`src/rtl/fifo_write_packer.sv`:
```
// fifo_write_packer: byte-to-word packer feeding the write port of the
// dual-clock data FIFO. Runs entirely in the FIFO write-clock domain.
//
// A start pulse latches a block length in bytes. Bytes arrive over a
// valid/ready handshake and are packed into DATA_WIDTH-bit words. Each word
// is pushed to the FIFO while fifo_full is low. The last partial word of a
// block is zero-padded. block_done pulses once the block is complete.
//
// Optional build macro PACKER_MSB_FIRST_EN:
//   defined   - the first byte of a word lands in the most significant lane and
//               lanes fill downward, so padding occupies the low lanes.
//   undefined - little-endian lane order, with the first byte in bits [7:0].

module fifo_write_packer #(
  parameter int DATA_WIDTH = 32,
  parameter int LEN_BITS   = 12
) (
  input  logic                  write_clock,
  input  logic                  reset,
  input  logic                  start,
  input  logic [LEN_BITS-1:0]   block_len,
  input  logic [7:0]            byte_in,
  input  logic                  byte_valid,
  output logic                  byte_ready,
  input  logic                  fifo_full,
  output logic [DATA_WIDTH-1:0] data,
  output logic                  write_enable,
  output logic                  busy,
  output logic                  block_done,
  output logic [LEN_BITS-1:0]   word_count
);

  // Bytes per word, derived from the word width.
  localparam int BPW    = DATA_WIDTH / 8;
  localparam int LANE_W = (BPW > 1) ? $clog2(BPW) : 1;

  localparam logic [LANE_W-1:0] LAST_LANE = LANE_W'(BPW - 1);

  localparam logic [1:0] ST_IDLE    = 2'd0;
  localparam logic [1:0] ST_COLLECT = 2'd1;
  localparam logic [1:0] ST_PUSH    = 2'd2;
  localparam logic [1:0] ST_DONE    = 2'd3;

  // Bit offset of a logical lane inside the packing register. The logical
  // lane counts bytes in arrival order. The physical placement depends on the
  // configured lane order.
  function automatic int lane_base(input logic [LANE_W-1:0] idx);
`ifdef PACKER_MSB_FIRST_EN
    lane_base = (BPW - 1 - int'(idx)) * 8;
`else
    lane_base = int'(idx) * 8;
`endif
  endfunction

  logic [1:0]            state_q,      state_d;
  logic [LANE_W-1:0]     lane_idx_q,   lane_idx_d;
  logic [LEN_BITS-1:0]   bytes_left_q, bytes_left_d;
  logic [DATA_WIDTH-1:0] pack_q,       pack_d;
  logic [DATA_WIDTH-1:0] data_q,       data_d;
  logic                  we_q,         we_d;
  logic [LEN_BITS-1:0]   word_count_q, word_count_d;
  logic                  ready_q;
  logic                  busy_q;
  logic                  done_q;
  logic                  handshake_s;

  // A byte is consumed only while the packer advertises ready, which is only
  // in COLLECT. byte_valid is therefore ignored in every other state.
  assign handshake_s = byte_valid & ready_q;

  // Next-state logic for the FSM, the packing register and the write port.
  always_comb begin
    state_d      = state_q;
    lane_idx_d   = lane_idx_q;
    bytes_left_d = bytes_left_q;
    pack_d       = pack_q;
    data_d       = data_q;
    we_d         = 1'b0;
    word_count_d = word_count_q;

    case (state_q)
      ST_IDLE: begin
        if (start) begin
          bytes_left_d = block_len;
          lane_idx_d   = {LANE_W{1'b0}};
          pack_d       = {DATA_WIDTH{1'b0}};
          word_count_d = {LEN_BITS{1'b0}};
          if (block_len == {LEN_BITS{1'b0}}) begin
            state_d = ST_DONE;
          end else begin
            state_d = ST_COLLECT;
          end
        end else begin
          state_d = ST_IDLE;
        end
      end

      ST_COLLECT: begin
        if (handshake_s) begin
          pack_d[lane_base(lane_idx_q) +: 8] = byte_in;
          lane_idx_d   = lane_idx_q + LANE_W'(1'b1);
          bytes_left_d = bytes_left_q - LEN_BITS'(1'b1);
          // The word is complete when the top lane was filled or the block ran out.
          if ((lane_idx_q == LAST_LANE) || (bytes_left_q == LEN_BITS'(1'b1))) begin
            state_d = ST_PUSH;
          end else begin
            state_d = ST_COLLECT;
          end
        end else begin
          state_d = ST_COLLECT;
        end
      end

      ST_PUSH: begin
        if (fifo_full) begin
          // Hold the finished word until the FIFO has room.
          state_d = ST_PUSH;
        end else begin
          data_d       = pack_q;
          we_d         = 1'b1;
          word_count_d = word_count_q + LEN_BITS'(1'b1);
          lane_idx_d   = {LANE_W{1'b0}};
          pack_d       = {DATA_WIDTH{1'b0}};
          if (bytes_left_q == {LEN_BITS{1'b0}}) begin
            state_d = ST_DONE;
          end else begin
            state_d = ST_COLLECT;
          end
        end
      end

      ST_DONE: begin
        state_d = ST_IDLE;
      end

      default: begin
        state_d = ST_IDLE;
      end
    endcase
  end

  // State, datapath and registered output flags. Reset is asynchronous and
  // discards any partial word.
  always_ff @(posedge write_clock or posedge reset) begin
    if (reset) begin
      state_q      <= ST_IDLE;
      lane_idx_q   <= {LANE_W{1'b0}};
      bytes_left_q <= {LEN_BITS{1'b0}};
      pack_q       <= {DATA_WIDTH{1'b0}};
      data_q       <= {DATA_WIDTH{1'b0}};
      we_q         <= 1'b0;
      word_count_q <= {LEN_BITS{1'b0}};
      ready_q      <= 1'b0;
      busy_q       <= 1'b0;
      done_q       <= 1'b0;
    end else begin
      state_q      <= state_d;
      lane_idx_q   <= lane_idx_d;
      bytes_left_q <= bytes_left_d;
      pack_q       <= pack_d;
      data_q       <= data_d;
      we_q         <= we_d;
      word_count_q <= word_count_d;
      // Status flags are decoded from the next state so they leave flops cleanly.
      ready_q      <= (state_d == ST_COLLECT);
      busy_q       <= (state_d != ST_IDLE);
      done_q       <= (state_d == ST_DONE);
    end
  end

  assign byte_ready   = ready_q;
  assign data         = data_q;
  assign write_enable = we_q;
  assign busy         = busy_q;
  assign block_done   = done_q;
  assign word_count   = word_count_q;

endmodule
```
`config.mk`:
```
export PLATFORM = sky130hd
export DESIGN_NAME = fifo_write_packer
export DESIGN_NICKNAME = d
export VERILOG_FILES = /design/src/rtl/fifo_write_packer.sv
export SDC_FILE = /design/constraint.sdc
export NUM_CORES = 1
export LEC_CHECK = 0
export BUFFER_PORTS_ARGS = -buffer_cell sky130_fd_sc_hd__buf_2
export CAP_MARGIN = 20
export CELL_PAD_IN_SITES_DETAIL_PLACEMENT = 0
export CELL_PAD_IN_SITES_GLOBAL_PLACEMENT = 1
export CORE_MARGIN = 4
export CORE_UTILIZATION = 30
export DETAILED_ROUTE_END_ITERATION = 8
export MAX_ROUTING_LAYER = met4
export PLACE_DENSITY = 0.64
export SYNTH_ARGS = -nofsm -noshare
export SYNTH_HDL_FRONTEND = slang
export SYNTH_SLANG_ARGS = --single-unit
```
`constraint.sdc`:
```
create_clock -name write_clock -period 8.9 [get_ports write_clock]
set_input_delay 0.89 -clock write_clock [delete_from_list [all_inputs] [get_ports write_clock]]
set_output_delay 0.89 -clock write_clock [all_outputs]
set_load 0.02 [all_outputs]
```
==> results of run 1 <==
per-layer routing:
layer | track usage [%] | part of all wire, % | vias up
li1 | - | - | 1633
met1 | 18.89 | 49 | 1588
met2 | 19.79 | 46 | 60
met3 | 1.881 | 3.1 | 14
met4 | 5.489 | 2.0 | 0
met5 | - | 0 | -
worst max path at each step:
| stage | to | slack [ns] | cells past startpoint | from |
|---|---|---|---|---|
| 3_5_place_dp | pack_q[27] | 5.85 | 6 | fifo_full |
| 2_1_floorplan | block_done | 5.50 | 1 | reset |
| 5_1_grt | pack_q[30] | 6.05 | 6 | fifo_full |
| 6_report | pack_q[27] | 6.27 | 6 | fifo_full |
| 4_1_cts | pack_q[27] | 6.21 | 6 | fifo_full |
| 3_3_place_gp | pack_q[25] | 5.90 | 6 | fifo_full |
worst max-delay path, stage by stage:
cell	delay, ns
buf_2	0.12
or3b_1	0.34
buf_4	0.25
inv_2	0.53
o22ai_1	0.39
a22o_1	0.32
flip-flops by register name (all words and copies together), names as in the netlist:
name and flops:
block_done 1, busy 1, byte_ready 1, bytes_left_q 12
data 32, lane_idx_q 2, pack_q 32, state_q 2
word_count 12, write_enable 1
area by class of cell:
type                            instances  area, µm²
Inverter                                9      36.28
Timing Repair Buffer                   76      390.4
Clock inverter                          7      60.06
Sequential cell                        96       2402
Clock buffer                            9      225.2
Tap cell                              180      225.2
Multi-Input combinational cell        294       1735
Fill cell                            1400       8860
power by group:
part | internal [mW] | switching (mW) | leakage, nW
registers | 0.532 | 0.0901 | 1.29
clock network | 0.195 | 0.178 | 0.136
logic | 0.152 | 0.217 | 1.11
total | 0.879 | 0.485 | 2.54
stage by stage:
stage | power [mW] | hold slack [ns] | utilization [%] | cells | worst slack, ns
after floorplan | 0.8928 | 0.4391 | - | 421 | 5.505
after global placement | 0.9910 | 0.4563 | 34.32 | 654 | 5.895
after detailed placement | 0.9995 | 0.4582 | 34.32 | 654 | 5.848
after CTS | 1.380 | 0.4793 | 36.37 | 670 | 6.210
after global routing | 1.460 | 0.4960 | 36.42 | 671 | 6.051
final | 1.364 | 0.4737 | 36.42 | 671 | 6.272
cells by family after synthesis:
| kind of cell | count (synthesis) | share of synthesized area, % |
|---|---|---|
| xor gates and xnor gates | 4 | 0.8189 |
| buffers and inverters | 31 | 3.304 |
| AOI/OAI and AO/OA | 95 | 16.58 |
| and+or+nand+nor | 185 | 20.29 |
| DFF | 96 | 56.14 |
| adders and majority gates | 9 | 2.632 |
| muxes | 1 | 0.2339 |
placed cells by master (no fill, tap or decap), types with 9 or more instances in the layout:
| cell type | instances |
|---|---|
| buf_2 | 72 |
| dfrtp_1 | 96 |
| clkbuf_16 | 9 |
| a21oi_1 | 11 |
| ha_1 | 9 |
| nor2_1 | 20 |
| a22o_1 | 32 |
| nand2_1 | 107 |
| o21ai_0 | 15 |
==> impl_metrics.csv, run 1 <==
group,metric,value,unit
run_status,status,"complete, no violations",
synthesis,synth_area_per_cell,10.16,µm²
power_and_ir_drop,p_per_area,268.9,nW/µm²
run,max-cap-violations,0,
cts,clock_path_buffers,2,
route,ant_nets,0,
critical_path,critPathRequiredTime,9.13,ns
route,drcViolationCount,0,
synthesis,synthTopCellsByCount,"107 x nand2_1, 96 x dfrtp_1, 32 x a22o_1, 20 x nor2_1, 15 x o21ai_0",
synthesis,syn_nets,455,
hold_path,whs_path_depth,2,
synthesis,synth_largest_area_cell,"dfrtp_1",
critical_path,reg2reg_slack,6.35,ns
hold_path,hold_path.startpoint,"data[23]",
timing,finalHoldViolations,0,
cts,cts_htree_levels,3,
layout,n_antenna_cell,0,
hold_path,hold-path-endpoint,"data[23]",
global_routing,overflow,0,
timing,finalSetupTns,0,ns
global_routing,grt_first_pass_wirelength,17080,µm
route,drt-pass1-iter-count,4,
synthesis,synth_edf_count,0,
timing,fmax,0.3805,GHz
synthesis,syn_inst,421,
power_and_ir_drop,peakVddDrop,107.3,µV
global_routing,grt_usage,13.51,%
global_routing,grt_max_degree,65,
synthesis,yosysWarningCount,0,
critical_path,end_kind,"flip-flop",
route,wl_per_cell,15.34,µm
cts,clk_pin_slew,0.07,ns
cts,clockRootBuffer,"clkbuf_16",
floorplan,die_h,127.4,µm
placement,hpwlAfterDp,7252,µm
floorplan,dieArea,16240,µm²
power_and_ir_drop,p_leak,2.543,nW
layout,nNetsFinal,520,
timing,finClkSkew,0.008861,ns
critical_path,reg2reg_depth,5,
cts,numCtsBuffers,9,
timing,period_share,29.53,%
global_routing,antenna_found_initial,0,
placement,io_buffers,72,
synthesis,synth_seq_area_share,56.14,%
synthesis,synth.most_common_cell,"nand2_1",
layout,final_cell_area,5075,µm²
route,finalWirelength,10290,µm
synthesis,synthDistinctLibCells,54,
cts,clkSinkCount,96,
synthesis,async_flop_share,100.0,%
synthesis,ys_ff_latch,96,
hold_path,holdCritPathClass,"reg -> reg",
critical_path,worstSetupPathType,"in -> reg",
cts,clock_latency,0.35,ns
global_routing,grt_pass1_vias,3184,
placement,dpl_cell_area,4782,µm²
timing,rsz0062_at_grt,"false",
cts,cts.repair.resized,0,
timing,slew_headroom,37.77,%
timing,setup_violations,0,
placement,gp_congestion,0.7930,
synthesis,syn_area,4279,µm²
critical_path,reg2reg_to,"pack_q[27]",
floorplan,die_w,127.4,µm
synthesis,dominantRegCellSynth,"dfrtp_1",
floorplan,start_util,30.71,%
timing,worst_pin_slew,0.9335,ns
route,vias_per_cell,4.911,
cts,tritoncts,"yes",
timing,layout_min_cycle_time,2.628,ns
cts,cts_setup_buffers,0,
route,drt_iter0_drc,241,
cts,cts_hold_buf,0,
layout,drive_gt1_share,20.77,%
critical_path,worstReg2RegStart,"state_q[1]",
layout,area_growth_syn_to_layout,18.60,%
floorplan,core.rowCount,43,
timing,slew_viol_final,0,
critical_path,arrival,2.86,ns
floorplan,io_pins,73,
synthesis,synth_top_area_share,56.14,%
route,vias,3295,
floorplan,core_area,13930,µm²
critical_path,start_kind,"primary input",
critical_path,path_max_fanout,42,
synthesis,synthTopCellsByArea,"dfrtp_1 56%, nand2_1 9.4%, a22o_1 6.5%",
(Power assumes the default switching activity.)
==> run 2: changes to the inputs <==
--- a/config.mk
+++ b/config.mk
@@ -13,7 +13,7 @@
 export CORE_UTILIZATION = 30
 export DETAILED_ROUTE_END_ITERATION = 8
 export MAX_ROUTING_LAYER = met4
-export PLACE_DENSITY = 0.64
+export PLACE_DENSITY = 0.66
 export SYNTH_ARGS = -nofsm -noshare
 export SYNTH_HDL_FRONTEND = slang
 export SYNTH_SLANG_ARGS = --single-unit
==> constraint.sdc (replaced) <==
create_clock -name write_clock -period 2.3 [get_ports write_clock]
set_input_delay 0.23 -clock write_clock [delete_from_list [all_inputs] [get_ports write_clock]]
set_output_delay 0.23 -clock write_clock [all_outputs]
set_load 0.02 [all_outputs]
==> run 2 against run 1 <==
  * Combinational power grew to 4.0 times the previous value
  * Sequential power grew to 3.9 times the previous value
  * Non-clock buffer count rose by 11
  * Critical path depth shrank 2
  * Worst setup slack worse by 6.0 ns
  * Largest cell class unchanged
  * Largest power group unchanged
==> impl_metrics.csv, run 2 (synthesized netlist as in run 1, its figures left out) <==
group,metric,value,unit
timing,rsz0062_at_grt,"false",
global_routing,grt_usage,14.07,%
hold_path,hold_path.startpoint,"block_len[9]",
route,vias_per_cell,5.004,
cts,clk_pin_slew,0.07,ns
floorplan,start_util,30.71,%
global_routing,overflow,0,
floorplan,core_area,13930,µm²
timing,fmax,0.4864,GHz
layout,drive_gt1_share,22.31,%
timing,layout_min_cycle_time,2.056,ns
timing,finalHoldViolations,0,
critical_path,start_kind,"flip-flop",
route,finalWirelength,10580,µm
layout,final_cell_mix,"107 x nand2_1, 96 x dfrtp_1, 72 x buf_2, 32 x a22o_1, 20 x nor2_1",
cts,numCtsBuffers,9,
route,drt_iter0_drc,270,
timing,slew_headroom,55.09,%
critical_path,worstSetupPathType,"reg -> reg",
floorplan,dieArea,16240,µm²
floorplan,core.rowCount,43,
critical_path,critPathRequiredTime,2.53,ns
route,drcViolationCount,0,
timing,setup_violations,0,
cts,clock_latency,0.34,ns
placement,gp_congestion,0.7899,
route,vias,3413,
timing,period_share,89.39,%
run,max-cap-violations,0,
cts,clkSinkCount,96,
hold_path,whs_path_depth,2,
critical_path,path_max_fanout,24,
critical_path,reg2reg_to,"pack_q[26]",
run_status,status,"complete, no violations",
placement,io_buffers,72,
critical_path,arrival,2.29,ns
placement,dp.cells,665,
layout,final_cell_area,5215,µm²
cts,cts_setup_buffers,0,
cts,cts_htree_levels,3,
placement,hpwlAfterDp,7677,µm
power_and_ir_drop,p_per_area,1064,nW/µm²
power_and_ir_drop,p_leak,2.620,nW
power_and_ir_drop,power,5.546,mW
timing,worst_pin_slew,0.6737,ns
layout,fin_util,37.42,%
timing,slew_viol_final,0,
global_routing,grt_pass1_vias,3405,
hold_path,hold-path-endpoint,"bytes_left_q[9]",
layout,nNetsFinal,531,
placement,dpl_cell_area,4878,µm²
cts,clockRootBuffer,"clkbuf_16",
floorplan,die_w,127.4,µm
critical_path,reg2reg_slack,0.24,ns
route,ant_nets,0,
power_and_ir_drop,peakVddDrop,421.7,µV
cts,tritoncts,"yes",
layout,stdcell_count,682,
layout,n_antenna_cell,0,
route,drt-pass1-iter-count,4,
route,wl_per_cell,15.51,µm
layout,area_growth_syn_to_layout,21.87,%
critical_path,worstReg2RegStart,"state_q[1]",
layout,final_common_cell,"nand2_1",
critical_path,reg2reg_depth,4,
critical_path,end_kind,"flip-flop",
floorplan,io_pins,73,
global_routing,grt_first_pass_wirelength,17930,µm
global_routing,antenna_found_initial,0,
floorplan,die_h,127.4,µm
timing,finClkSkew,0.006947,ns
cts,clock_path_buffers,2,
hold_path,holdCritPathClass,"in -> reg",
timing,finalSetupTns,0,ns
global_routing,grt_max_degree,38,
## run 2: cell count changes in the layout (fill, tap and decap cells not counted), sizes merged
cell / delta
buf: +10
bufinv: +2
inv: -2
dlygate4sd3: +1
## run 2: final cells by class
type                            instances  area, µm²
Fill cell                            1387       8720
Inverter                                9      37.54
Timing Repair Buffer                   87      488.0
Sequential cell                        96       2402
Clock buffer                            9      225.2
Clock inverter                          7      101.3
Tap cell                              180      225.2
Multi-Input combinational cell        294       1735
## run 2: critical path, cell delays in order (launching register included)
cell and delay (ns):
dfrtp_1 0.54, or3b_1 0.42, inv_2 0.34, o22ai_1 0.33, a22o_1 0.32
## run 2: through the flow
| step | setup slack, ns | hold slack (ns) |
|---|---|---|
| after global routing | 0.1240 | 0.1581 |
| after CTS | 0.2692 | 0.1449 |
| after floorplan | 0.5213 | 0.3627 |
| after global placement | 0.3372 | 0.2955 |
| after detailed placement | 0.2825 | 0.2995 |
| final | 0.2441 | 0.1601 |
## run 2: repair_timing
action                     CTS  global route
gates resized for setup      0             0
hold buffers                 1             0
setup endpoints to repair    0             0
hold endpoints to repair    18             0
## run 2: power by group
part / internal [mW] / switching [mW] / total (mW) / leakage (nW)
logic: 0.630 / 0.853 / 1.48 / 1.17
clock network: 0.967 / 0.684 / 1.65 / 0.158
registers: 2.06 / 0.351 / 2.41 / 1.29
total: 3.66 / 1.89 / 5.55 / 2.62
## run 2: metal layers
metal / vias up / part of all wire (%) / GRT usage, %
li1: 1648 / - / -
met1: 1688 / 50 / 19.46
met2: 67 / 45 / 21.00
met3: 10 / 3.5 / 2.634
met4: 0 / 1.4 / 4.416
met5: - / 0 / -
## run 2: worst max-delay path by stage
stage / from / end / slack [ns] / cells past startpoint
2_1_floorplan: bytes_left_q[0] / bytes_left_q[9] / 0.52 / 5
3_3_place_gp: state_q[1] / pack_q[19] / 0.34 / 4
3_5_place_dp: state_q[1] / pack_q[26] / 0.28 / 4
4_1_cts: state_q[1] / pack_q[26] / 0.27 / 4
5_1_grt: state_q[1] / pack_q[19] / 0.12 / 4
6_report: state_q[1] / pack_q[26] / 0.24 / 4
==> run 3: changes to the inputs <==
--- a/config.mk
+++ b/config.mk
@@ -9,11 +9,11 @@
 export CAP_MARGIN = 20
 export CELL_PAD_IN_SITES_DETAIL_PLACEMENT = 0
 export CELL_PAD_IN_SITES_GLOBAL_PLACEMENT = 1
-export CORE_MARGIN = 4
+export CORE_MARGIN = 1.5
 export CORE_UTILIZATION = 30
 export DETAILED_ROUTE_END_ITERATION = 8
 export MAX_ROUTING_LAYER = met4
-export PLACE_DENSITY = 0.66
+export PLACE_DENSITY = 0.64
 export SYNTH_ARGS = -nofsm -noshare
 export SYNTH_HDL_FRONTEND = slang
 export SYNTH_SLANG_ARGS = --single-unit
==> constraint.sdc (replaced) <==
create_clock -name write_clock -period 2.13 [get_ports write_clock]
set_input_delay 0.213 -clock write_clock [delete_from_list [all_inputs] [get_ports write_clock]]
set_output_delay 0.213 -clock write_clock [all_outputs]
set_load 0.02 [all_outputs]
==> run 3 against run 2 <==
  * Cell count decreased by 0.15%
  * Via count decreased by 1.2%
  * Maximum frequency increased by 6.0%
  * Die area decreased by 7.7%
  * Register-to-register slack got worse by 0.05 ns
  * Core utilization decreased by 0.22 points
  * Sequential share of layout area increased by 0.45 points
  * Largest power group unchanged
  * Clock-buffer cell count unchanged
  * Clock power decreased by 5%
  * First-iteration DRC count decreased by 26%
  * Routed wire length decreased by 2.3%
  * Cell area decreased by 0.96%
==> impl_metrics.csv, run 3 (synthesized netlist as in run 1, its figures left out) <==
group,metric,value,unit
run_status,status,"complete, no violations",
global_routing,grt_pass1_vias,3321,
floorplan,start_util,30.83,%
timing,finalSetupTns,0,ns
timing,setup_violations,0,
route,drt-pass1-iter-count,5,
timing,finClkSkew,0.01560,ns
cts,clock_path_buffers,2,
critical_path,reg2reg_to,"bytes_left_q[9]",
layout,stdcell_count,681,
critical_path,worstReg2RegStart,"bytes_left_q[0]",
placement,gp_congestion,0.8239,
global_routing,antenna_found_initial,0,
power_and_ir_drop,p_seq_share,44.8,%
critical_path,worstSetupPathType,"reg -> reg",
cts,clockRootBuffer,"clkbuf_16",
critical_path,endpoint,"bytes_left_q[9]",
critical_path,end_kind,"flip-flop",
cts,clock_latency,0.35,ns
timing,slew_headroom,47.52,%
layout,fin_util,37.21,%
floorplan,die_h,122.4,µm
placement,hpwlAfterDp,7233,µm
route,vias,3373,
placement,io_buffers,72,
critical_path,reg2reg_depth,4,
layout,final_cell_mix,"107 x nand2_1, 96 x dfrtp_1, 72 x buf_2, 32 x a22o_1, 20 x nor2_1",
hold_path,holdCritPathClass,"in -> async",
cts,cts_setup_buffers,0,
power_and_ir_drop,peakVddDrop,397.5,µV
cts,clkSinkCount,96,
timing,layout_min_cycle_time,1.940,ns
power_and_ir_drop,p_int,3.739,mW
power_and_ir_drop,p_clk_share,27.1,%
route,drcViolationCount,0,
cts,cts_hold_buf,0,
timing,worst_pin_slew,0.7872,ns
critical_path,reg2reg_slack,0.19,ns
cts,numCtsBuffers,9,
critical_path,critPathRequiredTime,2.37,ns
global_routing,grt_first_pass_wirelength,17230,µm
placement,dp.cells,665,
route,wl_per_cell,15.17,µm
power_and_ir_drop,p_leak,2.599,nW
global_routing,grt_usage,15.15,%
critical_path,path_max_fanout,7,
cts,cts.repair.resized,0,
power_and_ir_drop,p_comb_share,28.1,%
power_and_ir_drop,p_per_area,1124,nW/µm²
cts,cts_htree_levels,3,
timing,finalHoldViolations,0,
critical_path,arrival,2.18,ns
layout,nNetsFinal,530,
run,max-cap-violations,0,
cts,tritoncts,"yes",
critical_path,setup.worst_path.start,"bytes_left_q[0]",
floorplan,core.rowCount,43,
global_routing,overflow,0,
layout,drive_gt1_share,22.36,%
timing,fmax,0.5155,GHz
floorplan,die_w,122.4,µm
route,vias_per_cell,4.953,
layout,n_antenna_cell,0,
layout,fillers,1424,
cts,clk_pin_slew,0.08,ns
layout,final_common_cell,"nand2_1",
timing,period_share,91.07,%
route,finalWirelength,10330,µm
critical_path,start_kind,"flip-flop",
route,ant_nets,0,
floorplan,io_pins,73,
floorplan,core_area,13880,µm²
power_and_ir_drop,p_sw,2.069,mW
floorplan,dieArea,14990,µm²
timing,slew_viol_final,0,
global_routing,grt_max_degree,97,
route,drt_iter0_drc,201,
power_and_ir_drop,swShare,35.63,%
layout,area_growth_syn_to_layout,20.70,%
timing,rsz0062_at_grt,"false",
[run 3: worst min-delay path by stage]
stage / from / to / slack (ns) / cells after the start
final: reset / word_count[2] / 0.01 / 3
after global routing: reset / data[22] / 0.06 / 3
after CTS: reset / data[22] / 0.05 / 3
after detailed placement: reset / data[30] / 0.41 / 3
after global placement: reset / data[29] / 0.41 / 3
after floorplan: byte_in[0] / pack_q[16] / 0.35 / 1
[run 3: final cells by class]
| cell class | instances | area [µm²] | share of cell area, % |
|---|---|---|---|
| clock buffer | 9 | 225.2 | 4.360 |
| clock inverter | 7 | 61.31 | 1.187 |
| inverter | 9 | 37.54 | 0.7267 |
| multi-input combinational | 294 | 1735 | 33.60 |
| sequential | 96 | 2402 | 46.51 |
| tap | 180 | 225.2 | 4.360 |
| timing repair buffer | 86 | 478.0 | 9.254 |
[run 3: per-layer routing]
layer	wire (µm)	share of wire (%)	GRT usage [%]
met1	5240	51	21.21
met2	4513	44	21.44
met3	365	3.5	3.392
met4	210	2.0	5.596
met5	0	0	-
[run 3: metrics by stage]
stage / instance area, µm² / hold WS [ns] / power [mW] / setup WS (ns)
6_report: 5165 / 0.01073 / 5.808 / 0.1902
5_1_grt: 5165 / 0.05947 / 6.197 / 0.1258
4_1_cts: 5165 / 0.04616 / 5.865 / 0.1990
3_5_place_dp: 4878 / 0.4147 / 4.264 / 0.2287
3_3_place_gp: 4878 / 0.4094 / 4.209 / 0.2417
2_1_floorplan: 4283 / 0.3457 / 3.731 / 0.3513
[run 3: critical path, stage by stage, from the launching register on]
cell      delay (ns)
dfrtp_1         0.45
or4_1           0.70
o31ai_2         0.26
a21boi_1        0.09
a311o_1         0.32
[run 3: power groups by stage]
stage / combinational (mW) / clock, mW / sequential, mW
6_report: 1.63 / 1.57 / 2.60
5_1_grt: 1.82 / 1.71 / 2.66
4_1_cts: 1.65 / 1.62 / 2.59
3_5_place_dp: 1.64 / 0 / 2.63
3_3_place_gp: 1.60 / 0 / 2.61
2_1_floorplan: 1.12 / 0 / 2.61
